$ cat config.mk
export PLATFORM = sky130hd
export DESIGN_NAME = multicycle_cu
export DESIGN_NICKNAME = d
export VERILOG_FILES = /design/src/rtl/cpu_pkg.sv /design/src/rtl/mcu_decode.sv /design/src/rtl/multicycle_cu.sv
export SDC_FILE = /design/constraint.sdc
export NUM_CORES = 1
export LEC_CHECK = 0
export ABC_AREA = 1
export BUFFER_PORTS_ARGS = -buffer_cell sky130_fd_sc_hd__buf_2
export CAP_MARGIN = 20
export CORE_UTILIZATION = 55
export CTS_BUF_LIST = sky130_fd_sc_hd__clkbuf_2
export CTS_CLUSTER_DIAMETER = 80
export DETAILED_ROUTE_END_ITERATION = 12
export PLACE_DENSITY_LB_ADDON = 0.25
export SLEW_MARGIN = 20
export SYNTH_ARGS = -nofsm -noshare
export SYNTH_HDL_FRONTEND = slang
export SYNTH_SLANG_ARGS = --single-unit
$ cat constraint.sdc
create_clock -name clk -period 3.4 [get_ports clk]
set_input_delay 0.17 -clock clk [delete_from_list [all_inputs] [get_ports clk]]
set_output_delay 0.17 -clock clk [all_outputs]
set_load 0.05 [all_outputs]
$ cat src/rtl/cpu_pkg.sv
// Shared definitions for the multi-cycle control sequencer: opcodes,
// ALU operation codes, FSM state encodings and the opcode class record.
package cpu_pkg;

  // Instruction opcodes (IR[15:12])
  localparam logic [3:0] OP_LOGIC  = 4'b0000;
  localparam logic [3:0] OP_ADDSUB = 4'b0001;
  localparam logic [3:0] OP_SHIFT  = 4'b0010;
  localparam logic [3:0] OP_ADDI   = 4'b1001;
  localparam logic [3:0] OP_SUBI   = 4'b1010;
  localparam logic [3:0] OP_SLTI   = 4'b1011;
  localparam logic [3:0] OP_LW     = 4'b1100;
  localparam logic [3:0] OP_SW     = 4'b1101;
  localparam logic [3:0] OP_BEQ    = 4'b1111;

  // ALU operation select
  localparam logic [1:0] ALU_ADD   = 2'b00;  // address calculation
  localparam logic [1:0] ALU_CMP   = 2'b01;  // BEQ compare
  localparam logic [1:0] ALU_RTYPE = 2'b10;  // function field decides
  localparam logic [1:0] ALU_ITYPE = 2'b11;  // opcode decides

  // Sequencer states; the encoding is visible on the debug port
  typedef enum logic [2:0] {
    S_FETCH  = 3'b000,
    S_DECODE = 3'b001,
    S_EXEC   = 3'b010,
    S_MEM    = 3'b011,
    S_WB     = 3'b100
  } state_e;

  // One-hot classification of an opcode
  typedef struct packed {
    logic is_rtype;
    logic is_itype_alu;
    logic is_lw;
    logic is_sw;
    logic is_beq;
    logic is_illegal;
  } op_class_t;

  // Anything not explicitly recognised is classified as illegal
  localparam op_class_t OP_CLASS_ILLEGAL = '{
    is_rtype:     1'b0,
    is_itype_alu: 1'b0,
    is_lw:        1'b0,
    is_sw:        1'b0,
    is_beq:       1'b0,
    is_illegal:   1'b1
  };

endpackage

$ cat src/rtl/mcu_decode.sv
// Combinational opcode classifier for the multi-cycle control sequencer.
module mcu_decode
  import cpu_pkg::*;
(
  input  logic [3:0] opcode,
  output logic       is_rtype,
  output logic       is_itype_alu,
  output logic       is_lw,
  output logic       is_sw,
  output logic       is_beq,
  output logic       is_illegal
);

  op_class_t w_class;

  // Map each opcode to exactly one class; unknown codes fall to illegal
  always_comb begin
    // NOTE: every combinational output gets a default first, so no path
    // through the case leaves it unassigned and infers a latch.
    w_class = OP_CLASS_ILLEGAL;
    case (opcode)
      OP_LOGIC, OP_ADDSUB, OP_SHIFT: w_class = '{is_rtype: 1'b1, default: 1'b0};
      OP_ADDI, OP_SUBI, OP_SLTI:     w_class = '{is_itype_alu: 1'b1, default: 1'b0};
      OP_LW:                         w_class = '{is_lw: 1'b1, default: 1'b0};
      OP_SW:                         w_class = '{is_sw: 1'b1, default: 1'b0};
      OP_BEQ:                        w_class = '{is_beq: 1'b1, default: 1'b0};
      default:                       w_class = OP_CLASS_ILLEGAL;
    endcase
  end

  assign is_rtype     = w_class.is_rtype;
  assign is_itype_alu = w_class.is_itype_alu;
  assign is_lw        = w_class.is_lw;
  assign is_sw        = w_class.is_sw;
  assign is_beq       = w_class.is_beq;
  assign is_illegal   = w_class.is_illegal;

endmodule

$ cat src/rtl/multicycle_cu.sv
// Multi-cycle control sequencer: steps each instruction through
// FETCH/DECODE/EXEC/MEM/WB and drives the datapath enables each cycle.
module multicycle_cu
  import cpu_pkg::*;
#(
  parameter int WAIT_MAX = 15
) (
  input  logic       clk,
  input  logic       rst,
  input  logic       run,
  input  logic [3:0] opcode,
  input  logic       alu_zero,
  input  logic       mem_ack,
  output logic       mem_req,
  output logic       mem_we,
  output logic       ior_d,
  output logic       ir_write,
  output logic       pc_write,
  output logic       pc_write_cond,
  output logic       reg_dst,
  output logic       alu_src,
  output logic [1:0] alu_op,
  output logic       mem_to_reg,
  output logic       reg_write,
  output logic       instr_done,
  output logic       illegal_op,
  output logic       mem_timeout,
  output logic [2:0] state
);

  localparam int CW = $clog2(WAIT_MAX + 1);

  state_e          r_state;
  state_e          w_next;
  logic [3:0]      r_opcode;
  logic [CW-1:0]   r_wait_cnt;
  logic            r_timeout;

  logic [3:0]      w_dec_op;
  logic            w_is_rtype;
  logic            w_is_itype_alu;
  logic            w_is_lw;
  logic            w_is_sw;
  logic            w_is_beq;
  logic            w_is_illegal;

  // The branch decision on alu_zero is taken in the datapath, which gates
  // pc_write_cond with the flag; the sequencer itself never needs it.
  logic            w_unused_alu_zero;
  assign w_unused_alu_zero = alu_zero;

  // DECODE classifies the live IR field; later states use the latched copy
  assign w_dec_op = (r_state == S_DECODE) ? opcode : r_opcode;

  mcu_decode u_decode (
    .opcode       (w_dec_op),
    .is_rtype     (w_is_rtype),
    .is_itype_alu (w_is_itype_alu),
    .is_lw        (w_is_lw),
    .is_sw        (w_is_sw),
    .is_beq       (w_is_beq),
    .is_illegal   (w_is_illegal)
  );

  // State register with synchronous reset to FETCH
  always_ff @(posedge clk) begin
    // NOTE: sequential state uses non-blocking assignment so every register
    // samples pre-edge values regardless of block ordering.
    if (rst) r_state <= S_FETCH;
    else     r_state <= w_next;
  end

  // Opcode latch, loaded once per instruction in DECODE
  always_ff @(posedge clk) begin
    if (rst)                      r_opcode <= '0;
    else if (r_state == S_DECODE) r_opcode <= opcode;
  end

  // Memory wait counter and sticky timeout flag; the request is never aborted
  always_ff @(posedge clk) begin
    if (rst) begin
      r_wait_cnt <= '0;
      r_timeout  <= 1'b0;
    end else if (mem_req) begin
      if (mem_ack) begin
        r_wait_cnt <= '0;
      end else if (r_wait_cnt != CW'(WAIT_MAX)) begin
        r_wait_cnt <= r_wait_cnt + 1'b1;
        if (r_wait_cnt == CW'(WAIT_MAX - 1)) r_timeout <= 1'b1;
      end
    end
  end

  // Next-state and Moore outputs; reset forces every output low at once
  always_comb begin
    w_next        = r_state;
    mem_req       = 1'b0;
    mem_we        = 1'b0;
    ior_d         = 1'b0;
    ir_write      = 1'b0;
    pc_write      = 1'b0;
    pc_write_cond = 1'b0;
    reg_dst       = 1'b0;
    alu_src       = 1'b0;
    alu_op        = ALU_ADD;
    mem_to_reg    = 1'b0;
    reg_write     = 1'b0;
    instr_done    = 1'b0;
    illegal_op    = 1'b0;

    if (!rst) begin
      case (r_state)
        S_FETCH: begin
          if (run) begin
            mem_req = 1'b1;
            if (mem_ack) begin
              ir_write = 1'b1;
              pc_write = 1'b1;
              w_next   = S_DECODE;
            end
          end
        end

        S_DECODE: begin
          if (w_is_illegal) begin
            illegal_op = 1'b1;
            w_next     = S_FETCH;
          end else begin
            w_next     = S_EXEC;
          end
        end

        S_EXEC: begin
          if (w_is_rtype) begin
            alu_src = 1'b0;
            alu_op  = ALU_RTYPE;
            w_next  = S_WB;
          end else if (w_is_itype_alu) begin
            alu_src = 1'b1;
            alu_op  = ALU_ITYPE;
            w_next  = S_WB;
          end else if (w_is_lw || w_is_sw) begin
            alu_src = 1'b1;
            alu_op  = ALU_ADD;
            w_next  = S_MEM;
          end else if (w_is_beq) begin
            alu_src       = 1'b0;
            alu_op        = ALU_CMP;
            pc_write_cond = 1'b1;
            instr_done    = 1'b1;
            w_next        = S_FETCH;
          end else begin
            w_next  = S_FETCH;
          end
        end

        S_MEM: begin
          mem_req = 1'b1;
          ior_d   = 1'b1;
          mem_we  = w_is_sw;
          if (mem_ack) begin
            if (w_is_sw) begin
              instr_done = 1'b1;
              w_next     = S_FETCH;
            end else begin
              w_next     = S_WB;
            end
          end
        end

        S_WB: begin
          reg_write  = 1'b1;
          instr_done = 1'b1;
          reg_dst    = w_is_rtype;
          mem_to_reg = w_is_lw;
          w_next     = S_FETCH;
        end

        default: w_next = S_FETCH;
      endcase
    end
  end

  assign mem_timeout = r_timeout & ~rst;
  assign state       = rst ? S_FETCH : r_state;

endmodule

==> Implementation_results.wiki, run 1 <==
{| class="wikitable"
! Metric !! Value
|-
| Worst skew pair latency || 0.28 ns
|-
| Total count of max-transition violations in the final report || 0
|-
| Number of failing setup endpoints in the final timing report || 0
|-
| Post-detailed-route count of antenna-violating nets || 0
|-
| Combinational family with the most area after synthesis || simple AND/OR/NAND/NOR gates
|-
| Syn avg cell area || 6.13 sq um
|-
| Wire length reported by the detailed router || 1940 microns
|-
| Number of design-rule violations left by the first detailed-router iteration || 19
|-
| Number of detailed-routing iterations run before antenna repair || 4
|-
| Area inside the core boundary || 1510 sq um
|-
| Clk buf depth || 2
|-
| Syn nets || 156
|-
| Cell area after placement || 1020 sq um
|-
| Worst min-delay path category || primary input to flop
|-
| Count of vias placed by the detailed router || 972
|-
| Number of buffers inserted by post-CTS setup repair || 0
|-
| Congestion Overflow GR || 0
|-
| Finished layout cell area || 1040 sq um
|-
| DR WL/cell || 10.3 microns
|-
| Number of global-route vias before repair || 822
|-
| Post-synthesis cell type with the largest combined area || sky130_fd_sc_hd__dfxtp_1
|-
| Max Fclk || 465 MHz
|-
| Vias per cell || 5.17
|-
| #FFs+latches synth || 12
|-
| Count of max-cap constraint violations || 0
|-
| Actual slew at the worst max-slew pin || 0.395 ns
|-
| Largest cells by area after synthesis || sky130_fd_sc_hd__dfxtp_1 (27%), sky130_fd_sc_hd__nand2_1 (15%), sky130_fd_sc_hd__inv_1 (9.7%), sky130_fd_sc_hd__nor2_1 (8.5%), sky130_fd_sc_hd__nand3_1 (5.1%)
|-
| TritonCTS clock tree || built
|-
| # H-tree levels || 1
|-
| Antenna diode count || 0
|-
| Proportion of netlist area held by the largest area contributor || 0.270
|-
| Clock-pin slew on the worst setup and hold paths || 0.13 ns
|-
| Hold-critical path endpoint || r_opcode[0]$_SDFF_PP0_
|-
| Required time at the worst-slack endpoint || 3.23 ns
|-
| Worst voltage drop across the vdd grid || 0.000369 V
|-
| Endpoint type of the worst setup path || primary output
|-
| Register-to-register setup slack || 1.87 ns
|-
| Compound-gate portion of the synthesized area || 0.131
|-
| Die outline area || 1780 sq um
|-
| Number of top-level pins || 27
|-
| Synthesized cell area || 888 sq um
|-
| Share of synthesized area occupied by flip-flops and latches || 0.270
|-
| Remaining DRCs || 0
|-
| Layout Nets || 184
|-
| Worst slew margin || 0.735
|-
| Post-synthesis instance total || 145
|-
| Power density relative to cell area || 647 nW/um^2
|-
| Synthesized-area fraction occupied by adder cells || 0.0282
|-
| Startpoint kind of the worst setup timing path || flop
|-
| Kind of critical path || flop to primary output
|-
| Starting utilization of the core area || 0.590
|-
| Arrival time of the worst setup path || 1.98 ns
|-
| Placement Rows || 14
|-
| Total clock sinks || 12
|-
| Run status || finished clean
|-
| Hpwl dp || 1560 microns
|-
| RR Endpoint || r_state[1]$_SDFFE_PP0P_
|-
| Final worst path period share || 0.633
|-
| GPL Wtd Cong || 0.893
|-
| Number of gates given a new drive strength after cts || 0
|-
| Root buf cell || sky130_fd_sc_hd__clkbuf_2
|-
| Maximum clock skew at final layout || 0.00649 ns
|-
| Layout cells sized above 1 || 0.285
|-
| Startpoint of the worst-slack reg-to-reg timing path || r_state[0]$_SDFFE_PP0P_
|-
| Number of unique standard cell types used by synthesis || 23
|-
| Hold Fails Final Rpt || 0
|-
| Die span in x || 42.2 microns
|-
| Post-synthesis share of cell area spent on and, or, nand and nor gates || 0.439
|-
| Critical hold path startpoint || rst
|-
| Xor-xnor portion of the synthesized cell area || 0
|-
| Area delta synth->final || 17.2%
|-
| Number of warnings printed during yosys synthesis || 0
|-
| Post-synthesis mux area share || 0
|-
| First-pass GRT wire length || 3310 microns
|-
| Hold depth || 2
|-
| Total Neg Setup Slack || 0 ns
|-
| Port Buffers || 25
|-
| Pin count of the biggest net entering global routing || 16
|-
| Setup repair after global routing missed its margin || no
|-
| Worst Slack Setup Final || 1.25 ns
|-
| Min cycle time layout || 2.15 ns
|-
| Number of antenna violations at the first check in global routing || 0
|-
| GRT Resource Usage Total || 0.238
|-
| Worst Reg2Reg Path Length in Cells || 11
|-
| Hold-fix buffer count after cts || 0
|-
| Total clock buffers created by CTS || 3
|-
| Setup slack at placement || 1.57 ns
|-
| Maximum net fanout on the critical path || 10
|-
| Leakage power total || 0.541 nW
|-
| Die height || 42.2 microns
|}
logic make-up after synthesis:
group                    after synthesis
AND/OR/NAND/NOR                       84
buffers and inverters                 30
AO/OA/AOI/OAI                         17
flip-flops                            12
adder cells (fa/ha/maj)                2
cells in the final DEF (no fill, tap or decap), types with 2 or more instances in the layout:
cell and n:
sky130_fd_sc_hd__nand2_1 35, sky130_fd_sc_hd__buf_2 25, sky130_fd_sc_hd__inv_1 23, sky130_fd_sc_hd__nor2_1 20
sky130_fd_sc_hd__dfxtp_1 12, sky130_fd_sc_hd__nand3_1 9, sky130_fd_sc_hd__nor3_1 6, sky130_fd_sc_hd__inv_2 5
sky130_fd_sc_hd__nand2_2 5, sky130_fd_sc_hd__a21oi_1 4, sky130_fd_sc_hd__o21ai_1 4, sky130_fd_sc_hd__o21ai_2 3
sky130_fd_sc_hd__nand4_1 3, sky130_fd_sc_hd__nor2_2 3, sky130_fd_sc_hd__o21ai_0 3, sky130_fd_sc_hd__clkbuf_2 3
sky130_fd_sc_hd__ha_1 2
per-stage QoR:
step,util,power (W),std cells,hold WS [ns]
2_1_floorplan,-,0.000523,145,0.405
3_3_place_gp,0.679,0.000586,184,0.472
3_5_place_dp,0.679,0.000595,184,0.481
4_1_cts,0.691,0.000676,188,0.219
5_1_grt,0.691,0.000730,188,0.237
6_report,0.691,0.000673,188,0.239
worst max-delay path: stages (launching register included):
cell	delay (ns)
sky130_fd_sc_hd__dfxtp_1	0.50
sky130_fd_sc_hd__nand3_4	0.19
sky130_fd_sc_hd__o21ai_4	0.26
sky130_fd_sc_hd__nand4_1	0.20
sky130_fd_sc_hd__o21ai_1	0.17
sky130_fd_sc_hd__nand2_1	0.07
sky130_fd_sc_hd__nand2_1	0.05
sky130_fd_sc_hd__buf_2	0.25
power by group:
part / internal (W) / total (W) / switching, W
Clock: 0.0000255 / 0.0000781 / 0.0000526
Combinational: 0.000109 / 0.000396 / 0.000287
Sequential: 0.000172 / 0.000199 / 0.0000267
synth_stat cells:
| cell | n |
|---|---|
| sky130_fd_sc_hd__inv_1 | 23 |
| sky130_fd_sc_hd__a211oi_2 | 1 |
| sky130_fd_sc_hd__nand4_1 | 3 |
| sky130_fd_sc_hd__o22ai_1 | 1 |
| sky130_fd_sc_hd__nand3_1 | 9 |
| sky130_fd_sc_hd__nor2_2 | 3 |
| sky130_fd_sc_hd__nand3_2 | 1 |
| sky130_fd_sc_hd__nand3_4 | 1 |
| sky130_fd_sc_hd__a21oi_1 | 4 |
| sky130_fd_sc_hd__o21ai_1 | 4 |
| sky130_fd_sc_hd__nor3b_2 | 1 |
| sky130_fd_sc_hd__inv_2 | 5 |
| sky130_fd_sc_hd__clkbuf_1 | 1 |
| sky130_fd_sc_hd__buf_4 | 1 |
| sky130_fd_sc_hd__o21ai_2 | 3 |
| sky130_fd_sc_hd__dfxtp_1 | 12 |
| sky130_fd_sc_hd__nand2_1 | 35 |
| sky130_fd_sc_hd__nor3_1 | 6 |
| sky130_fd_sc_hd__o21ai_0 | 3 |
| sky130_fd_sc_hd__nand2_2 | 5 |
| sky130_fd_sc_hd__ha_1 | 2 |
| sky130_fd_sc_hd__nor2_1 | 20 |
| sky130_fd_sc_hd__o21ai_4 | 1 |
worst max path at each step:
| stage | start | endpoint | cells after the start |
|---|---|---|---|
| after floorplan | r_state[2]$_SDFFE_PP0P_ | mem_to_reg | 4 |
| after global placement | r_state[0]$_SDFFE_PP0P_ | instr_done | 7 |
| after detailed placement | r_state[0]$_SDFFE_PP0P_ | instr_done | 7 |
| after CTS | r_state[0]$_SDFFE_PP0P_ | illegal_op | 7 |
| after global routing | r_state[0]$_SDFFE_PP0P_ | alu_op[1] | 9 |
| final | r_state[0]$_SDFFE_PP0P_ | instr_done | 7 |
flip-flops by register name (all words and copies together) (netlist names):
register,flops
r_opcode,4
r_wait_cnt,4
r_state,3
r_timeout,1
area by class of cell:
| class | count | area [sq um] |
|---|---|---|
| Clock buffer | 3 | 15.0 |
| Clock inverter | 1 | 3.75 |
| Fill cell | 149 | 465 |
| Inverter | 28 | 105 |
| Multi-Input combinational cell | 103 | 532 |
| Sequential cell | 12 | 240 |
| Tap cell | 16 | 20.0 |
| Timing Repair Buffer | 25 | 125 |
routing by layer:
layer	global-route usage	up-vias	wire, microns
met3	0.0259	5	95
met2	0.394	32	967
li1	-	508	-
met5	0	-	0
met4	0.125	0	31
met1	0.303	427	849
Note: power is estimated with default switching activity, not from simulation.
==> inputs of run 2 (changes only) <==
--- a/config.mk
+++ b/config.mk
@@ -8,7 +8,7 @@
 export ABC_AREA = 1
 export BUFFER_PORTS_ARGS = -buffer_cell sky130_fd_sc_hd__buf_2
 export CAP_MARGIN = 20
-export CORE_UTILIZATION = 55
+export CORE_UTILIZATION = 52
 export CTS_BUF_LIST = sky130_fd_sc_hd__clkbuf_2
 export CTS_CLUSTER_DIAMETER = 80
 export DETAILED_ROUTE_END_ITERATION = 12
==> constraint.sdc (replaced) <==
create_clock -name clk -period 2.02 [get_ports clk]
set_input_delay 0.101 -clock clk [delete_from_list [all_inputs] [get_ports clk]]
set_output_delay 0.101 -clock clk [all_outputs]
set_load 0.05 [all_outputs]
==> run 2 against run 1 <==
Sequential share of layout area decreased by 1.7 points. Utilization increased by 5.6 points. Worst setup slack got worse by 1.2 ns. Clock-buffer cell count unchanged. Critical path type unchanged. Critical endpoint is now alu_op[0].
==> Implementation_results.wiki, run 2 (same netlist as run 1, synthesis figures left out) <==
{| class="wikitable"
! Metric !! Value
|-
| GRT Resource Usage Total || 0.247 (+0.00860)
|-
| Power density relative to cell area || 1100 nW/um^2 (+70%)
|-
| Register-to-register setup slack || 0.56 ns (-1.31 ns)
|-
| Count of max-cap constraint violations || 0 (unchanged)
|-
| Biggest regs || r_opcode x4, r_wait_cnt x4, r_state x3
|-
| Number of antenna violations at the first check in global routing || 0 (unchanged)
|-
| Worst skew pair latency || 0.27 ns (about the same)
|-
| DR WL/cell || 12.3 microns (+19%)
|-
| Most frequent standard cell in the layout excluding fill and tap cells || sky130_fd_sc_hd__nand2_1
|-
| Starting utilization of the core area || 0.570 (-0.0199)
|-
| Remaining DRCs || 0 (unchanged)
|-
| Startpoint kind of the worst setup timing path || flop
|-
| Area delta synth->final || 31.1%
|-
| Hold Fails Final Rpt || 0 (unchanged)
|-
| Worst setup path endpoint || alu_op[0]
|-
| GPL Wtd Cong || 0.854 (-4.3%)
|-
| Vias per cell || 5.27 (+1.9%)
|-
| Worst Slack Setup Final || 0.0918 ns (-1.16 ns)
|-
| First-pass GRT wire length || 3570 microns (+7.9%)
|-
| Most frequent cells in the layout || sky130_fd_sc_hd__nand2_1 (32), sky130_fd_sc_hd__inv_1 (23), sky130_fd_sc_hd__buf_2 (21)
|-
| Number of global-route vias before repair || 883 (+7.4%)
|-
| Maximum net fanout on the critical path || 7 (-3)
|-
| Layout Nets || 189 (+2.7%)
|-
| Pin count of the biggest net entering global routing || 16 (unchanged)
|-
| Layout cells sized above 1 || 0.379 (+0.0936)
|-
| Worst Reg2Reg Path Length in Cells || 8 (-3)
|-
| # H-tree levels || 1 (unchanged)
|-
| Clock-pin slew on the worst setup and hold paths || 0.14 ns (about the same)
|-
| Antenna diode count || 0 (unchanged)
|-
| Finished layout cell area || 1160 sq um (+12%)
|-
| Placement Rows || 14 (unchanged)
|-
| Max Fclk || 519 MHz
|-
| Total clock buffers created by CTS || 3 (unchanged)
|-
| Fillers || 139 (-6.7%)
|-
| TritonCTS clock tree || built
|-
| Total clock sinks || 12 (unchanged)
|-
| Setup slack at placement || 0.262 ns (-1.31 ns)
|-
| Clk buf depth || 2 (unchanged)
|-
| Number of top-level pins || 27 (unchanged)
|-
| Count of vias placed by the detailed router || 1017 (+4.6%)
|-
| Final worst path period share || 0.955
|-
| Total count of max-transition violations in the final report || 0 (unchanged)
|-
| Area inside the core boundary || 1560 sq um (+3.5%)
|-
| Worst voltage drop across the vdd grid || 0.000813 V (+120%)
|-
| Post-detailed-route count of antenna-violating nets || 0 (unchanged)
|-
| Actual slew at the worst max-slew pin || 0.360 ns (-0.0351 ns)
|-
| Hpwl dp || 1630 microns (+4.1%)
|-
| Required time at the worst-slack endpoint || 1.92 ns (-1.31 ns)
|-
| Power, Total || 0.00128 W (+90%)
|-
| Run status || finished clean
|-
| Cell area after placement || 1040 sq um (+2.2%)
|-
| Port Buffers || 25 (unchanged)
|-
| Cell Count Post-Placement || 184 (unchanged)
|-
| Endpoint type of the worst setup path || primary output
|-
| Maximum clock skew at final layout || 0.00681 ns (+0.000327 ns)
|-
| Wire length reported by the detailed router || 2370 microns (+22%)
|-
| Die height || 43.3 microns (+2.7%)
|-
| Root buf cell || sky130_fd_sc_hd__clkbuf_2
|-
| Number of detailed-routing iterations run before antenna repair || 4 (unchanged)
|-
| Number of design-rule violations left by the first detailed-router iteration || 43 (+24)
|-
| Arrival time of the worst setup path || 1.83 ns (-0.15 ns)
|-
| Count of placed standard cells in the final layout, fillers left out || 193 (+2.7%)
|-
| Startpoint of the worst setup timing path || r_state[1]$_SDFFE_PP0P_
|-
| Kind of critical path || flop to primary output
|-
| Worst min-delay path category || primary input to flop
|-
| Min cycle time layout || 1.93 ns
|-
| Number of failing setup endpoints in the final timing report || 0 (unchanged)
|-
| Worst slew margin || 0.758 (+0.0236)
|-
| Startpoint of the worst-slack reg-to-reg timing path || r_state[0]$_SDFFE_PP0P_
|-
| RR Endpoint || r_wait_cnt[3]$_SDFFE_PP0P_
|-
| Die span in x || 43.3 microns (+2.7%)
|-
| Congestion Overflow GR || 0 (unchanged)
|-
| Leakage power total || 0.572 nW (+5.6%)
|-
| Total Neg Setup Slack || 0 ns (unchanged)
|-
| Die outline area || 1880 sq um (+5.5%)
|}
## run 2: cell count changes in the layout (fill, tap and decap cells not counted), sizes merged
cell / delta
clkbuf: +1
nand3: +1
buf: +3
## run 2: critical path, stage by stage (launching register included)
cell and delay [ns]:
sky130_fd_sc_hd__dfxtp_2 0.38, sky130_fd_sc_hd__inv_4 0.11, sky130_fd_sc_hd__nand3_4 0.14, sky130_fd_sc_hd__o21ai_4 0.21
sky130_fd_sc_hd__buf_4 0.17, sky130_fd_sc_hd__nand3_1 0.13, sky130_fd_sc_hd__a21oi_1 0.15, sky130_fd_sc_hd__buf_2 0.27
## run 2: metrics by stage
stage,util,hold WS (ns)
CTS,0.691,0.182
detailed placement,0.670,0.469
global placement,0.670,0.467
floorplan,-,0.302
global route,0.747,0.194
finish,0.747,0.186
## run 2: how the worst min path moves through the flow
| stage | startpoint | end | slack [ns] | cells after the start |
|---|---|---|---|---|
| after global placement | rst | r_opcode[2]$_SDFF_PP0_ | 0.47 | 2 |
| after detailed placement | rst | r_opcode[1]$_SDFF_PP0_ | 0.47 | 2 |
| after global routing | rst | r_opcode[3]$_SDFF_PP0_ | 0.19 | 2 |
| after CTS | rst | r_opcode[3]$_SDFF_PP0_ | 0.18 | 2 |
| after floorplan | rst | state[2] | 0.30 | 1 |
| final | rst | r_opcode[3]$_SDFF_PP0_ | 0.19 | 2 |
## run 2: layout make-up
type,count,area [sq um],area share
multi-input cells,104,592,0.508
flip-flops and latches,12,249,0.214
repair buffers,29,173,0.148
inverters,28,113,0.0967
well taps,16,20.0,0.0172
clock buffers,3,15.0,0.0129
clock inverters,1,3.75,0.00322
## run 2: timing repair
item,4_1_cts,5_1_grt
hold buffers,0,0
resized for setup,3,19
pin swaps,1,3
hold endpoints to repair,0,0
setup endpoints to repair,3,8
cloned,0,1
buffers inserted,1,3
## run 2: metal layers
layer  track usage  vias to the layer above  wire, microns
li1              -                      523              -
met2         0.409                       42           1150
met5             0                        -              0
met3        0.0458                        6            136
met4         0.100                        0             43
met1         0.316                      446           1040
## run 2: power by group
| part | internal [W] | leakage, nW | total [W] | switching, W |
|---|---|---|---|---|
| Sequential | 0.000296 | 0.0997 | 0.000353 | 0.0000564 |
| Clock | 0.0000430 | 0.0140 | 0.000131 | 0.0000884 |
| Combinational | 0.000245 | 0.458 | 0.000798 | 0.000553 |
==> inputs of run 3 (changes only) <==
--- a/config.mk
+++ b/config.mk
@@ -8,7 +8,7 @@
 export ABC_AREA = 1
 export BUFFER_PORTS_ARGS = -buffer_cell sky130_fd_sc_hd__buf_2
 export CAP_MARGIN = 20
-export CORE_UTILIZATION = 52
+export CORE_UTILIZATION = 55
 export CTS_BUF_LIST = sky130_fd_sc_hd__clkbuf_2
 export CTS_CLUSTER_DIAMETER = 80
 export DETAILED_ROUTE_END_ITERATION = 12
==> constraint.sdc (replaced) <==
create_clock -name clk -period 2.3 [get_ports clk]
set_input_delay 0.115 -clock clk [delete_from_list [all_inputs] [get_ports clk]]
set_output_delay 0.115 -clock clk [all_outputs]
set_load 0.05 [all_outputs]
==> run 3 against run 2 <==
Final area decreased by 11%. Power is 22% lower. Global-route usage increased by 0.15 points. Wire length fell by 15%. Worst setup slack gained 0.096 ns. First-iteration DRC count is 19% lower. Final cell count decreased by 3.1%. Critical path depth stayed put. Sequential power is 17% lower. Worst hold slack better by 0.022 ns. Clock-buffer cell count unchanged.
==> Implementation_results.wiki, run 3 (same netlist as run 1, synthesis figures left out) <==
{| class="wikitable"
! Metric !! Value
|-
| Vias per cell || 5.34 (+1.3%)
|-
| Min cycle time layout || 2.11 ns
|-
| Fillers || 137 (-1.4%)
|-
| Met2 routed WL || 1040 microns (-9.4%)
|-
| Top routing layer used || met4
|-
| Met1 Routed Length || 844 microns (-19%)
|-
| Hold Fails Final Rpt || 0 (unchanged)
|-
| Antenna diode count || 0 (unchanged)
|-
| DR WL/cell || 10.8 microns (-12%)
|-
| Count of max-cap constraint violations || 0 (unchanged)
|-
| Worst min-delay path category || primary input to flop
|-
| Arrival time of the worst setup path || 2.00 ns (+0.17 ns)
|-
| Total clock sinks || 12 (unchanged)
|-
| Pin count of the biggest net entering global routing || 16 (unchanged)
|-
| Startpoint of the worst-slack reg-to-reg timing path || r_state[0]$_SDFFE_PP0P_
|-
| GPL Wtd Cong || 0.895 (+4.7%)
|-
| TritonCTS clock tree || built
|-
| Leakage power total || 0.540 nW (-5.6%)
|-
| Register-to-register setup slack || 0.76 ns (+0.20 ns)
|-
| Die height || 42.2 microns (-2.6%)
|-
| Startpoint of the worst setup timing path || r_state[0]$_SDFFE_PP0P_
|-
| Most frequent cells in the layout || sky130_fd_sc_hd__nand2_1 (35), sky130_fd_sc_hd__buf_2 (25), sky130_fd_sc_hd__inv_1 (23)
|-
| Hold-fix buffer count after cts || 0 (unchanged)
|-
| Area inside the core boundary || 1510 sq um (-3.4%)
|-
| Port Buffers || 25 (unchanged)
|-
| Final worst path period share || 0.918
|-
| Starting utilization of the core area || 0.590 (+0.0199)
|-
| Root buf cell || sky130_fd_sc_hd__clkbuf_2
|-
| Multi-input gate area in the final layout || 532 sq um (-10%)
|-
| Setup repair after global routing missed its margin || no
|-
| Most frequent standard cell in the layout excluding fill and tap cells || sky130_fd_sc_hd__nand2_1
|-
| Remaining DRCs || 0 (unchanged)
|-
| Power density relative to cell area || 960 nW/um^2 (-13%)
|-
| Hold-critical path endpoint || r_opcode[2]$_SDFF_PP0_
|-
| Number of top-level pins || 27 (unchanged)
|-
| Number of global-route vias before repair || 897 (+1.6%)
|-
| Count of vias placed by the detailed router || 998 (-1.9%)
|-
| Worst voltage drop across the vdd grid || 0.000584 V (-28%)
|-
| Hpwl dp || 1610 microns (-0.98%)
|-
| Worst skew pair latency || 0.28 ns (about the same)
|-
| Worst Reg2Reg Path Length in Cells || 9 (+1)
|-
| Placement Rows || 14 (unchanged)
|-
| Number of antenna violations at the first check in global routing || 0 (unchanged)
|-
| Number of failing setup endpoints in the final timing report || 0 (unchanged)
|-
| Clk buf depth || 2 (unchanged)
|-
| Wire length reported by the detailed router || 2030 microns (-15%)
|-
| Run status || finished clean
|-
| GRT Resource Usage Total || 0.248 (+0.00147)
|-
| Layout cells sized above 1 || 0.287 (-0.0920)
|-
| RR Endpoint || r_state[1]$_SDFFE_PP0P_
|-
| Maximum net fanout on the critical path || 10 (+3)
|-
| First-pass GRT wire length || 3510 microns (-1.7%)
|-
| Number of detailed-routing iterations run before antenna repair || 4 (unchanged)
|-
| Congestion Overflow GR || 0 (unchanged)
|-
| Clock-pin slew on the worst setup and hold paths || 0.14 ns (about the same)
|-
| Met3 Routed Length || 128 microns (-5.9%)
|-
| FF/Latch Area || 240 sq um (-3.5%)
|-
| Biggest regs || r_opcode x4, r_wait_cnt x4, r_state x3
|-
| Area delta synth->final || 16.8%
|-
| Required time at the worst-slack endpoint || 2.18 ns (+0.26 ns)
|-
| Hold depth || 2 (unchanged)
|-
| Finished layout cell area || 1040 sq um (-11%)
|-
| Count of placed standard cells in the final layout, fillers left out || 187 (-3.1%)
|-
| Number of buffers inserted by post-CTS setup repair || 0 (-1)
|-
| Hold WS || 0.207 ns (+0.0217 ns)
|-
| Die span in x || 42.2 microns (-2.6%)
|-
| Total clock buffers created by CTS || 3 (unchanged)
|-
| Maximum clock skew at final layout || 0.0249 ns (+0.0181 ns)
|-
| Total count of max-transition violations in the final report || 0 (unchanged)
|-
| Endpoint type of the worst setup path || primary output
|-
| Post-detailed-route count of antenna-violating nets || 0 (unchanged)
|-
| Actual slew at the worst max-slew pin || 0.400 ns (+0.0400 ns)
|-
| Worst slew margin || 0.731 (-0.0269)
|-
| Die outline area || 1780 sq um (-5.2%)
|-
| Worst Slack Setup Final || 0.188 ns (+0.0963 ns)
|-
| Critical hold path startpoint || rst
|-
| Cell Count Post-Placement || 184 (unchanged)
|-
| Layout Nets || 184 (-2.6%)
|-
| Startpoint kind of the worst setup timing path || flop
|-
| Number of design-rule violations left by the first detailed-router iteration || 35 (-19%)
|-
| Setup slack at placement || 0.529 ns (+0.267 ns)
|-
| Max Fclk || 474 MHz
|-
| Cell area after placement || 1020 sq um (-2.2%)
|-
| Kind of critical path || flop to primary output
|-
| # H-tree levels || 1 (unchanged)
|-
| Number of gates given a new drive strength after cts || 0 (-3)
|}
## run 3: cell count changes in the layout (fill, tap and decap cells not counted), sizes merged
cell,before,now
clkinv,1,0
clkbuf,4,3
buf,28,25
nand3,12,11
## run 3: area by class of cell
cell class                      instances  share of cell area
Multi-Input combinational cell        103               0.513
Tap cell                               16              0.0193
Timing Repair Buffer                   25               0.121
Clock buffer                            3              0.0145
Sequential cell                        12               0.232
Inverter                               28               0.101
## run 3: worst max-delay path, cell delays in order, from the launching register on
cell and delay, ns:
sky130_fd_sc_hd__dfxtp_1 0.51, sky130_fd_sc_hd__nand3_4 0.19, sky130_fd_sc_hd__o21ai_2 0.26, sky130_fd_sc_hd__nand4_1 0.21
sky130_fd_sc_hd__o21ai_1 0.17, sky130_fd_sc_hd__nand2_1 0.06, sky130_fd_sc_hd__nand2_1 0.06, sky130_fd_sc_hd__buf_2 0.25
## run 3: report_power, final
part	total (W)	internal, W	leakage [nW]	switching, W
Combinational	0.000591	0.000161	0.430	0.000430
Clock	0.000111	0.0000356	0.0125	0.0000751
Sequential	0.000294	0.000254	0.0978	0.0000396
Total	0.000996	0.000451	0.540	0.000545
## run 3: per-stage QoR
stage	util	setup TNS (ns)	power, W
after detailed placement	0.679	0	0.000883
after CTS	0.689	0	0.000993
final	0.689	0	0.000996
after floorplan	-	-0.552	0.000774
after global placement	0.679	0	0.000866
after global routing	0.689	0	0.00107
## run 3: worst max-delay path by stage
stage	endpoint	slack, ns
floorplan	mem_to_reg	-0.28
global placement	instr_done	0.57
detailed placement	instr_done	0.53
CTS	instr_done	0.19
global route	instr_done	0.05
finish	instr_done	0.19
## run 3: layer usage
metal	vias to the layer above	global-route usage
li1	508	-
met1	450	0.282
met2	38	0.455
met3	2	0.0388
met4	0	0.100
met5	-	0
